### src/rtl/gcd_scheduler_if.sv
// rtl/gcd_scheduler_if.sv - requester-side bus of the shared GCD scheduler
//
// Groups the request/operand/completion signals of all N requesters.
//   req    : per-requester request level, held with operands until ack
//   a_in   : operand A, requester i at [i*W +: W]
//   b_in   : operand B, same packing
//   ack    : one-cycle completion pulse to the granted requester
//   err    : one-cycle pulse alongside ack when the job timed out
//   result : GCD result, valid in the ack cycle and held until the next ack
// The master modport is the requester side and the slave modport is the scheduler.
// W and N must match the parameters of the gcd_scheduler instance.

interface gcd_scheduler_if #(
  parameter int W = 8,
  parameter int N = 4
);
  logic [N-1:0]   req;
  logic [N*W-1:0] a_in;
  logic [N*W-1:0] b_in;
  logic [N-1:0]   ack;
  logic [N-1:0]   err;
  logic [W-1:0]   result;

  modport master (output req, a_in, b_in, input ack, err, result);
  modport slave  (input req, a_in, b_in, output ack, err, result);
endinterface

### src/rtl/gcd_scheduler.sv
// rtl/gcd_scheduler.sv - round-robin scheduler sharing one iterative GCD unit
//
// Arbitrates N requesters onto a single GCD unit. It latches the winner's
// operands, drives the unit's start/done handshake and guards each run with a
// cycle timeout. It then returns the result (or an error) to the granted
// requester.
//
// Ports:
//   clk        : rising-edge clock
//   rst        : asynchronous active-low reset
//   bus        : requester bus (gcd_scheduler_if.slave): req, a_in, b_in,
//                ack, err, result
//   busy       : high whenever the scheduler is not idle
//   core_start : start level to the GCD unit
//   core_a     : latched operand A to the unit
//   core_b     : latched operand B to the unit
//   core_done  : done level from the GCD unit
//   core_r     : result from the GCD unit
//
// Optional feature (macro GCD_SCHED_ZERO_BYPASS_EN): a job whose granted
// operands contain a zero bypasses the unit. Its result is A|B and it is
// acknowledged one edge after the grant.

module gcd_scheduler #(
  parameter int W       = 8,
  parameter int N       = 4,
  parameter int TIMEOUT = 1000
) (
  input  logic               clk,
  input  logic               rst,
  gcd_scheduler_if.slave     bus,
  output logic               busy,
  output logic               core_start,
  output logic [W-1:0]       core_a,
  output logic [W-1:0]       core_b,
  input  logic               core_done,
  input  logic [W-1:0]       core_r
);

  localparam int IW = (N > 1) ? $clog2(N) : 1;
  localparam int CW = $clog2(TIMEOUT + 1);

  typedef enum logic [1:0] {
    IDLE     = 2'd0,
    RUN      = 2'd1,
    WAIT_LOW = 2'd2
  } state_t;

  state_t         state_q, state_n;
  logic [IW-1:0]  idx_q, idx_n;
  logic [IW-1:0]  rr_q, rr_n;
  logic [CW-1:0]  cnt_q, cnt_n;
  logic           start_q, start_n;
  logic [W-1:0]   a_q, a_n;
  logic [W-1:0]   b_q, b_n;
  logic [W-1:0]   result_q, result_n;
  logic [N-1:0]   ack_q, ack_n;
  logic [N-1:0]   err_q, err_n;
  logic           busy_q, busy_n;
  // Set only when the zero-operand bypass is compiled in; otherwise stays 0.
  logic           byp_q, byp_n;

  logic           grant_found;
  logic [IW-1:0]  grant_idx;
  logic [W-1:0]   grant_a;
  logic [W-1:0]   grant_b;
  logic [N-1:0]   idx_oh;

  // Round-robin search: first set req bit starting at rr_ptr+1, wrapping.
  // The last winner is therefore always examined last.
  always_comb begin
    int c;
    c           = 0;
    grant_found = 1'b0;
    grant_idx   = '0;
    for (int k = 1; k <= N; k++) begin
      c = int'(rr_q) + k;
      if (c >= N) c = c - N;
      for (int i = 0; i < N; i++) begin
        if (!grant_found && bus.req[i] && (c == i)) begin
          grant_found = 1'b1;
          grant_idx   = IW'(i);
        end
      end
    end
  end

  // Operand mux for the candidate winner; only sampled in IDLE.
  always_comb begin
    grant_a = '0;
    grant_b = '0;
    for (int i = 0; i < N; i++) begin
      if (grant_idx == IW'(i)) begin
        grant_a = bus.a_in[i*W +: W];
        grant_b = bus.b_in[i*W +: W];
      end
    end
  end

  // One-hot of the job currently owned, used to steer ack/err.
  always_comb begin
    idx_oh = '0;
    for (int i = 0; i < N; i++) begin
      if (idx_q == IW'(i)) idx_oh[i] = 1'b1;
    end
  end

  always_comb begin
    state_n  = state_q;
    idx_n    = idx_q;
    rr_n     = rr_q;
    cnt_n    = cnt_q;
    start_n  = start_q;
    a_n      = a_q;
    b_n      = b_q;
    result_n = result_q;
    ack_n    = '0;
    err_n    = '0;
    byp_n    = byp_q;

    case (state_q)
      IDLE: begin
        if (grant_found) begin
          idx_n   = grant_idx;
          rr_n    = grant_idx;
          a_n     = grant_a;
          b_n     = grant_b;
          start_n = 1'b1;
          byp_n   = 1'b0;
          state_n = RUN;
`ifdef GCD_SCHED_ZERO_BYPASS_EN
          if ((grant_a == '0) || (grant_b == '0)) begin
            start_n = 1'b0;
            byp_n   = 1'b1;
          end
`endif
        end
      end

      RUN: begin
        // Saturating: the abort fires at TIMEOUT-1, so TIMEOUT is never passed.
        if (cnt_q < CW'(TIMEOUT)) cnt_n = cnt_q + CW'(1);
        if (byp_q) begin
          result_n = a_q | b_q;
          ack_n    = idx_oh;
          start_n  = 1'b0;
          byp_n    = 1'b0;
          state_n  = WAIT_LOW;
        end else if (core_done) begin
          // done is checked first so a coincident timeout is not reported.
          result_n = core_r;
          ack_n    = idx_oh;
          start_n  = 1'b0;
          state_n  = WAIT_LOW;
        end else if (cnt_q == CW'(TIMEOUT - 1)) begin
          result_n = '0;
          ack_n    = idx_oh;
          err_n    = idx_oh;
          start_n  = 1'b0;
          state_n  = WAIT_LOW;
        end
      end

      WAIT_LOW: begin
        // The unit must drop done before it can be started again.
        if (!core_done) begin
          cnt_n   = '0;
          state_n = IDLE;
        end
      end

      default: begin
        start_n = 1'b0;
        cnt_n   = '0;
        byp_n   = 1'b0;
        state_n = IDLE;
      end
    endcase

    busy_n = (state_n != IDLE);
  end

  always_ff @(posedge clk or negedge rst) begin
    if (!rst) begin
      state_q  <= IDLE;
      idx_q    <= '0;
      rr_q     <= IW'(N - 1);
      cnt_q    <= '0;
      start_q  <= 1'b0;
      a_q      <= '0;
      b_q      <= '0;
      result_q <= '0;
      ack_q    <= '0;
      err_q    <= '0;
      busy_q   <= 1'b0;
      byp_q    <= 1'b0;
    end else begin
      state_q  <= state_n;
      idx_q    <= idx_n;
      rr_q     <= rr_n;
      cnt_q    <= cnt_n;
      start_q  <= start_n;
      a_q      <= a_n;
      b_q      <= b_n;
      result_q <= result_n;
      ack_q    <= ack_n;
      err_q    <= err_n;
      busy_q   <= busy_n;
      byp_q    <= byp_n;
    end
  end

  assign bus.ack    = ack_q;
  assign bus.err    = err_q;
  assign bus.result = result_q;
  assign busy       = busy_q;
  assign core_start = start_q;
  assign core_a     = a_q;
  assign core_b     = b_q;

endmodule
### src/flat_wrapper.sv
// flat-port wrapper written by rule: the top's interface ports become plain ports
module gcd_scheduler_flat 
#(
  parameter int W       = 8,
  parameter int N       = 4,
  parameter int TIMEOUT = 1000
)
  (clk, rst, busy, core_start, core_a, core_b, core_done, core_r, bus_req, bus_a_in, bus_b_in, bus_ack, bus_err, bus_result);
  gcd_scheduler_if #(.W(W), .N(N)) bus_i ();
  input  logic clk;
  input  logic rst;
  output logic busy;
  output logic core_start;
  output logic [W-1:0] core_a;
  output logic [W-1:0] core_b;
  input  logic core_done;
  input  logic [W-1:0] core_r;
  input wire logic [$bits(bus_i.req)-1:0] bus_req;
  input wire logic [$bits(bus_i.a_in)-1:0] bus_a_in;
  input wire logic [$bits(bus_i.b_in)-1:0] bus_b_in;
  output wire logic [$bits(bus_i.ack)-1:0] bus_ack;
  output wire logic [$bits(bus_i.err)-1:0] bus_err;
  output wire logic [$bits(bus_i.result)-1:0] bus_result;
  assign bus_i.req = bus_req;
  assign bus_i.a_in = bus_a_in;
  assign bus_i.b_in = bus_b_in;
  assign bus_ack = bus_i.ack;
  assign bus_err = bus_i.err;
  assign bus_result = bus_i.result;
  gcd_scheduler #(.W(W), .N(N), .TIMEOUT(TIMEOUT)) u_core (.clk(clk), .rst(rst), .bus(bus_i), .busy(busy), .core_start(core_start), .core_a(core_a), .core_b(core_b), .core_done(core_done), .core_r(core_r));
endmodule
### config.mk
export PLATFORM = sky130hd
export DESIGN_NAME = gcd_scheduler_flat
export DESIGN_NICKNAME = d
export VERILOG_FILES = /design/src/rtl/gcd_scheduler_if.sv /design/src/rtl/gcd_scheduler.sv /design/src/flat_wrapper.sv
export SDC_FILE = /design/constraint.sdc
export NUM_CORES = 1
export LEC_CHECK = 0
export CORE_UTILIZATION = 49
export CTS_BUF_LIST = sky130_fd_sc_hd__clkbuf_8
export DETAILED_ROUTE_END_ITERATION = 8
export PLACE_DENSITY_LB_ADDON = 0.08
export SYNTH_ARGS = -nofsm -noshare
export SYNTH_HDL_FRONTEND = slang
export SYNTH_SLANG_ARGS = --single-unit
### constraint.sdc
create_clock -name clk -period 3.09 [get_ports clk]
set_input_delay 0.4635 -clock clk [delete_from_list [all_inputs] [get_ports clk]]
set_output_delay 0.4635 -clock clk [all_outputs]
set_load 0.01 [all_outputs]
After elaboration in Yosys (flattened, before gate mapping)
Cells that the tools add are included.

word-level totals
  flip-flop bits (word level) = 51
  bits in latches = 0
  RAM bits = 0
  bits in read-only memories = 0
  input port bits = 79
  output and inout bits = 34
  logic and storage cells = 187
  memories kept = 0

operators by class
  add/sub/neg operators = 9
  multipliers = 0
  divide/modulo/power cells = 0
  $lt $le $gt $ge = 5
  equality and inequality tests = 25
  shift operators = 0
  mux-type cells = 73
  bitwise gates (word level) = 3
  reductions and logical operators = 60

operator list
  cell                   count
  $eq 32x3->1 const B    8
  $eq 32x2->1 const B    4
  $ge 32x4->1 const B    4
  $logic_not 32->1       4
  $mux 32                4
  $sub 32x4->32 const B  4
  $mux 8                 11
  $mux 2                 19
  $logic_and 1x1->1      31
  $pmux 10 s3            1
  $mux 4                 7
  $mux 1                 26
  $mux 10                2
  $logic_not 1->1        15
  $add 10x1->10 const B  1
  $eq 10x10->1 const B   1
  $eq 2x2->1 const B     5
  $lt 10x10->1 const B   1
  $or 8x8->8             1
  $add 2x2->3 const B    2
  $eq 2x1->1 const B     3
  $logic_not 2->1        3
  $pmux 2 s3             1
  $reduce_and 2->1       3
  11 further kinds       14

Longest topological paths before layout
Gate-level depths: netlist (run 1).

  depth in word-level cells = 71
  mapped depth = 7
  depth with buffers taken out = 6

Worst setup path before layout (run 1)
No wires, ideal clock.

  path kind = input port to flip-flop
  start point = input bus_req[0]
  end point = register u_core.b_q[1] (netlist: u_core.core_b[1])
  arrival = 1.469 ns
  required time = 2.966 ns
  setup slack = 1.497 ns
  stages = 7
  path buffers = 2
  path through = buf_4 and3b_1 buf_4 o311ai_1 o311ai_1 o21ai_1 a21oi_1

on the way
  cells in the longest elaborated chain, start to end = 67
  elaborated cells between the ends (all ways) = 86

RTL lines
  element                         line                  RTL
  start, declared                 flat_wrapper.sv:18    input wire logic [$bits(bus_i.req)-1:0] bus_req;
  $logic_and 1x1->1               gcd_scheduler.sv:80   if (!grant_found && bus.req[i] && (c == i)) begin
  $mux 1                          gcd_scheduler.sv:80
  $logic_not 1->1                 gcd_scheduler.sv:80
  $logic_and 1x1->1 (2 in a row)  gcd_scheduler.sv:80
  $mux 1                          gcd_scheduler.sv:80
  $logic_not 1->1                 gcd_scheduler.sv:80
  $logic_and 1x1->1 (2 in a row)  gcd_scheduler.sv:80
  $mux 1                          gcd_scheduler.sv:80
  [... 44 more ...]               --
  $logic_not 1->1                 gcd_scheduler.sv:80
  $logic_and 1x1->1 (2 in a row)  gcd_scheduler.sv:80
  $mux 1                          gcd_scheduler.sv:80
  $logic_not 1->1                 gcd_scheduler.sv:80
  $logic_and 1x1->1 (2 in a row)  gcd_scheduler.sv:80
  $mux 2                          gcd_scheduler.sv:80
  $logic_not 2->1                 gcd_scheduler.sv:93   if (grant_idx == IW'(i)) begin
  $mux 8 (4 in a row)             gcd_scheduler.sv:93
  end signal, assigned            gcd_scheduler.sv:204  b_q <= b_n;
  end, declared                   gcd_scheduler.sv:55   logic [W-1:0] b_q, b_n;

Parallel ways exist; a longest one is shown, timed or not.
A chain may end at the register's enable or synchronous reset.

Worst setup path in the final report (run 1)
  start point = input bus_req[3]
  end point = register u_core.a_q[3] (netlist: u_core.core_a[3])

on the way
  cells in the longest elaborated chain, start to end = 56
  elaborated cells between the ends (all ways) = 73

RTL lines
  element                         line                  RTL
  $logic_and 1x1->1 (2 in a row)  gcd_scheduler.sv:80
  $mux 1                          gcd_scheduler.sv:80
  $logic_not 1->1                 gcd_scheduler.sv:80
  $logic_and 1x1->1 (2 in a row)  gcd_scheduler.sv:80
  $mux 1                          gcd_scheduler.sv:80
  $logic_not 1->1                 gcd_scheduler.sv:80
  $logic_and 1x1->1 (2 in a row)  gcd_scheduler.sv:80
  $mux 1                          gcd_scheduler.sv:80
  [... 32 more ...]               --
  $logic_not 1->1                 gcd_scheduler.sv:80
  $logic_and 1x1->1 (2 in a row)  gcd_scheduler.sv:80
  $mux 1                          gcd_scheduler.sv:80
  $logic_not 1->1                 gcd_scheduler.sv:80
  $logic_and 1x1->1 (2 in a row)  gcd_scheduler.sv:80
  $mux 2                          gcd_scheduler.sv:80
  $logic_not 2->1                 gcd_scheduler.sv:93
  $mux 8 (4 in a row)             gcd_scheduler.sv:93
  end signal, assigned            gcd_scheduler.sv:203  a_q <= a_n;
  end, declared                   gcd_scheduler.sv:54   logic [W-1:0] a_q, a_n;

Parallel ways exist; a longest one is shown, timed or not.

==> flow_summary.ini, run 1 <==
[power]
clkPwrFrac_pct = 12.1
sequentialPowerShare_pct = 36.3
intPower_w = 0.00185
p_leak_nw = 1.61
combPwrFrac_pct = 51.6
power_density_mw_per_mm2 = 776
swShare_pct = 40.6
irDropWorstVdd_uv = 462
p_sw_w = 0.00126

[placed_design]
hpwl_um = 5710
portBuffers = 112
gp_congestion = 0.805

[sta]
fin_crit_ns = 2.34
rsz0062_at_grt = no
hold_viol_final = 0
worst_pin_slew_ns = 1.07
setup_violations = 0
fin_skew_ns = 0.0106
min_period_over_period_pct = 75.7
final_max_slew_viol_count = 0
slew_headroom_pct = 28.7
max_freq_mhz = 427
setup_tns_ns = 0

[global_routing]
grt_first_pass_wirelength_um = 12600
grt_antenna_before_repair = 0
grt_max_degree = 51
grt_overflow = 0
gr-usage-all-layers_pct = 26.2
grt_pass1_vias = 2647

[detailed_routing]
drt_iter0_markers = 175
wl_per_cell_um = 16.2
num_vias = 2772
dr.pass1.iters = 4
viasPerCell = 5.81
drt-total-wl_um = 7710
detail-route-antenna-nets = 0
drc = 0

[setup_path]
rrSetupSlack_ns = 0.95
crit_buf_inv = 1
cp-startpoint = bus_req[3]
worstReg2RegEnd = u_core.core_a[3]
critPathTopFamily = simple AND/OR/NAND/NOR gates
critical_path_class = in2reg
cp_max_fo = 16
cp-endpoint = u_core.core_a[3]
start_kind = input port
critPathMaxStageDelay_ns = 0.77
worstRegToRegCells = 5
cp_slowest_cell = nor2_1
end_kind = flip-flop
cp.depth = 6
critPathRequiredTime_ns = 3.28
reg2reg_from = u_core.rr_q[1]
arrival_ns = 2.53
cp_cell_sequence = clkdlybuf4s50_1 -> mux2i_1 -> nor2_1 -> o311ai_0 -> o21ai_0 -> a21oi_1

[final_layout]
antennaDiodeCount = 0
area_delta_synth_final_pct = 39.3
layout_common_cells = clkdlybuf4s50_1, dfrtp_1, a21oi_1, nor2_1, nand2_1
drive_gt1_share_pct = 6.67
layout_commonest_cell = clkdlybuf4s50_1
finalNetCount = 484
fin_util_pct = 71.9

[logic_synthesis]
synth-edff-count = 0
synthFlopType = dfrtp_1
synth.cell_area_mm2 = 0.00288
yosys_warnings = 0
async_flop_share_pct = 100
yosysSeqAreaShare_pct = 43.6
ys_ff_latch = 50
avgSynthCellArea_um2 = 9.31
ys_types = 53
syn_inst = 309
synth_nets = 389

[floorplan]
ioPinCount = 113
dieArea_mm2 = 0.00618
die_y_um = 78.6
die_x_um = 78.6
core_area_mm2 = 0.00557
start_util_pct = 51.6
std_cell_rows = 27

[clock_tree]
clk_latency_ns = 0.31
cts_tree = done
cts_setup_buffers = 0
numClockSinks = 50
cts.repair.resized = 0
cts_buffer_depth = 2
cts_buffers = 5
htree_levels = 2
cts.clk_slew.worst_paths_ns = 0.09
cts_root_buffer = clkbuf_8
hold_buffers = 0

[min_path]
hp-class = in2async

[outcome]
status = finished clean

[flow_run]
maxCapViolCount = 0
-- per-stage QoR --
stage	hold slack, ns	cells	power [W]	area, um^2	setup slack (ns)
floorplan	0.168	309	0.00213	2880	1.50
global placement	0.486	469	0.00269	3920	0.530
detailed placement	0.491	469	0.00274	3920	0.496
CTS	0.385	477	0.00312	4010	0.820
global route	0.430	477	0.00334	4010	0.600
finish	0.347	477	0.00311	4010	0.750
-- sequential cells by signal, indices dropped and copies added, names as in the netlist --
register,count
u_core.state_q,2
u_core.bus.err,4
u_core.busy,1
u_core.core_b,8
u_core.rr_q,2
u_core.bus.result,8
u_core.cnt_q,10
u_core.core_a,8
u_core.idx_q,2
u_core.core_start,1
u_core.bus.ack,4
-- cell type report --
cell class | instances | area [um^2]
Tap cell | 72 | 90.1
Timing Repair Buffer | 115 | 1140
Clock inverter | 3 | 17.5
Inverter | 5 | 18.8
Sequential cell | 50 | 1250
Fill cell | 462 | 1560
Clock buffer | 5 | 68.8
Multi-Input combinational cell | 227 | 1420
-- Yosys cell counts (2+ instances only) --
master    count  area (um^2)
dfrtp_1      48         1200
a21oi_1      40          200
nor2_1       39          146
nand2_1      23         86.3
o311ai_1     19          166
o311ai_0     13          114
o21ai_0      12         60.1
a22o_1        9         78.8
o21ai_1       9         45.0
buf_6         8         90.1
clkbuf_1      8         30.0
nand2b_1      7         43.8
buf_2         5         25.0
buf_4         5         37.5
nand3_1       5         25.0
and3_1        4         25.0
inv_1         4         15.0
xnor2_1       4         35.0
a21boi_0      3         22.5
and2_1        3         18.8
nor3_1        3         15.0
xor2_1        3         26.3
a21o_1        2         15.0
dfstp_2       2         52.6
mux2i_1       2         20.0
o31ai_1       2         15.0
-- power by group through the flow --
| stage | combinational, W | sequential [W] | clock, W |
|---|---|---|---|
| 3_3_place_gp | 0.00156 | 0.00113 | 0 |
| 2_1_floorplan | 0.00101 | 0.00112 | 0 |
| 4_1_cts | 0.00161 | 0.00113 | 0.000382 |
| 3_5_place_dp | 0.00160 | 0.00114 | 0 |
| 6_report | 0.00161 | 0.00113 | 0.000376 |
| 5_1_grt | 0.00176 | 0.00116 | 0.000418 |
-- how the worst min path moves through the flow --
stage / start / to / cells past startpoint / slack (ns)
4_1_cts: rst / u_core.bus.ack[0] / 1 / 0.38
3_5_place_dp: u_core.bus.result[7] / u_core.bus.result[7] / 1 / 0.49
2_1_floorplan: rst / u_core.bus.ack[0] / 0 / 0.17
5_1_grt: rst / u_core.core_a[0] / 1 / 0.43
3_3_place_gp: u_core.bus.result[7] / u_core.bus.result[7] / 1 / 0.49
6_report: rst / u_core.core_b[6] / 1 / 0.35
-- logic make-up after synthesis --
family	after synthesis	synth area share, %
AOI/OAI and AO/OA	122	30.1
and+or+nand+nor	95	15.9
DFF	50	43.6
buffers and inverters	32	7.17
xor gates and xnor gates	7	2.13
muxes	2	0.696
adders and majority gates	1	0.435
-- metal layers --
metal / track usage, % / wire, um / vias to the layer above
li1: - / - / 1329
met1: 32.8 / 3220 / 1322
met2: 43.0 / 3790 / 104
met3: 7.79 / 514 / 17
met4: 8.89 / 183 / 0
met5: 0 / 0 / -
(Power assumes the default switching activity.)
==> inputs of run 2 (changes only) <==
Settings changed: CORE_UTILIZATION 49 to 45.
Clock period 3.09 ns to 2.3 ns, I/O delays scaled along.
==> run 2 against run 1 <==
  * The run now ends with hold timing left
  * Combinational power grew 41%
  * First-iteration DRC count is 31% lower
  * Flip-flop and latch count unchanged
  * Clock skew fell by 0.0018 ns
  * Hold slack worse by 0.36 ns
  * Total power is 40% higher
  * Global-route usage shrank 1.6 points
  * Register-to-register slack worse by 0.76 ns
==> flow_summary.ini, run 2 (synthesis gave the netlist of run 1 again) <==
[sta]
slew_headroom_pct = 32.3
holdWs_ns = -0.0106
fin_skew_ns = 0.00881
setup_violations = 0
worst_pin_slew_ns = 1.01
max_freq_mhz = 473
min_period_over_period_pct = 91.9
fin_crit_ns = 2.11
rsz0062_at_grt = no
final_max_slew_viol_count = 0
hold_viol_final = 15

[final_layout]
top_register = u_core.cnt_q
multi_input_area_mm2 = 0.00143
antennaDiodeCount = 0
area_delta_synth_final_pct = 43.8
fillCellCount = 521
fin_cells = 488
layout_commonest_cell = clkdlybuf4s50_1
drive_gt1_share_pct = 8.96
finalNetCount = 492
largest_reg_flops = 10
regArea_mm2 = 0.00125
fin_util_pct = 68.3
layout_common_cells = clkdlybuf4s50_1, dfrtp_1, a21oi_1, nor2_1, nand2_1

[global_routing]
busiest_layer = met2
met2_usage_pct = 42.9
grt_util_met1_pct = 30.1
grt_max_degree = 29
grt_first_pass_wirelength_um = 12600
grtUsageMet3_pct = 5.89
grt_antenna_before_repair = 0
gr-usage-all-layers_pct = 24.6
grt_overflow = 0
grt_pass1_vias = 2654

[clock_tree]
cts.repair.resized = 0
cts_root_buffer = clkbuf_8
hold_buffers = 0
numClockSinks = 50
cts_buffers = 5
cts_buffer_depth = 2
cts_tree = done
cts_setup_buffers = 0
cts.clk_slew.worst_paths_ns = 0.10
clk_latency_ns = 0.30
htree_levels = 2

[setup_path]
critPathMostFrequentCell = o311ai_0
critPathMaxStageDelay_ns = 0.80
critPathTopFamily = simple AND/OR/NAND/NOR gates
arrival_ns = 2.35
cp_max_fo = 17
cp_slowest_cell = nor2_1
critical_path_class = reg2reg
end_kind = flip-flop
cp_cell_sequence = nor2_1 -> o311ai_0 -> o311ai_0 -> o21ai_0 -> a21oi_1
critPathRequiredTime_ns = 2.53
crit_buf_inv = 0
start_kind = flip-flop

[detailed_routing]
detail-route-antenna-nets = 0
num_vias = 2810
drt-total-wl_um = 7960
drc = 0
viasPerCell = 5.76
wl_per_cell_um = 16.3
dr.pass1.iters = 4
drt_iter0_markers = 121

[flow_run]
maxCapViolCount = 0

[floorplan]
die_x_um = 82.0
core_area_mm2 = 0.00606
dieArea_mm2 = 0.00672
die_y_um = 82.0
ioPinCount = 113
std_cell_rows = 28
start_util_pct = 47.5

[outcome]
status = finished with violations
failed_checks = hold timing

[power]
fin_total_pwr_w = 0.00434
irDropWorstVdd_uv = 620
power_density_mw_per_mm2 = 1050
p_leak_nw = 1.66

[placed_design]
portBuffers = 112
hpwl_um = 6020
place_inst = 480
gp_congestion = 0.822

[min_path]
hp-class = in2async
==> run 2: cell types whose count changed in the layout (fill, tap and decap cells not counted), sizes merged <==
cell and change:
clkinvlp +1, buf +8, clkinv -2, clkbuf +1
==> run 2: final cells by class <==
cell class              instances  share of cell area, %
clock inverters                 2                  0.393
flip-flops and latches         50                   30.3
inverters                       5                  0.453
multi-input cells             227                   34.4
repair buffers                123                   30.2
clock buffers                   6                   2.00
well taps                      75                   2.27
==> run 2: worst paths after layout <==
check	startpoint	cells after the start	slack (ns)	to
max in group asynchronous	rst	2	1.70	u_core.cnt_q[9]
worst max-delay path	u_core.rr_q[0]	5	0.19	u_core.core_a[3]
min in group clk	u_core.bus.result[6]	1	0.51	u_core.bus.result[6]
worst max register to register	u_core.rr_q[0]	5	0.19	u_core.core_a[3]
worst min register to register	u_core.bus.result[6]	1	0.51	u_core.bus.result[6]
worst min-delay path	rst	1	-0.01	u_core.core_b[6]
==> run 2: power by group <==
group          total [W]  internal [W]  switching (W)
logic            0.00227       0.00113        0.00114
clock network   0.000549      0.000248       0.000301
registers        0.00153       0.00122       0.000309
==> run 2: metrics by stage <==
step	TNS (ns)	hold WS (ns)	setup WS [ns]	instance area (um^2)
global placement	-0.231	0.337	-0.0861	4040
floorplan	0	0.0494	0.729	2880
CTS	0	0.00846	0.132	4140
finish	0	-0.0106	0.185	4140
global route	0	0.0195	0.00805	4140
detailed placement	-0.110	0.342	-0.0521	4040
==> run 2: metal layers <==
layer	vias to the layer above	share of wire, %	routed length [um]
met5	-	0	0
met4	0	1.8	144
met3	12	5.8	464
met2	88	50	4020
met1	1362	42	3330
li1	1348	-	-
==> inputs of run 3 (changes only) <==
Settings changed: GPL_ROUTABILITY_DRIVEN from default to 0.
==> results of run 3 <==
Same layout as run 2: the final DEF is identical, and so are final timing and power.
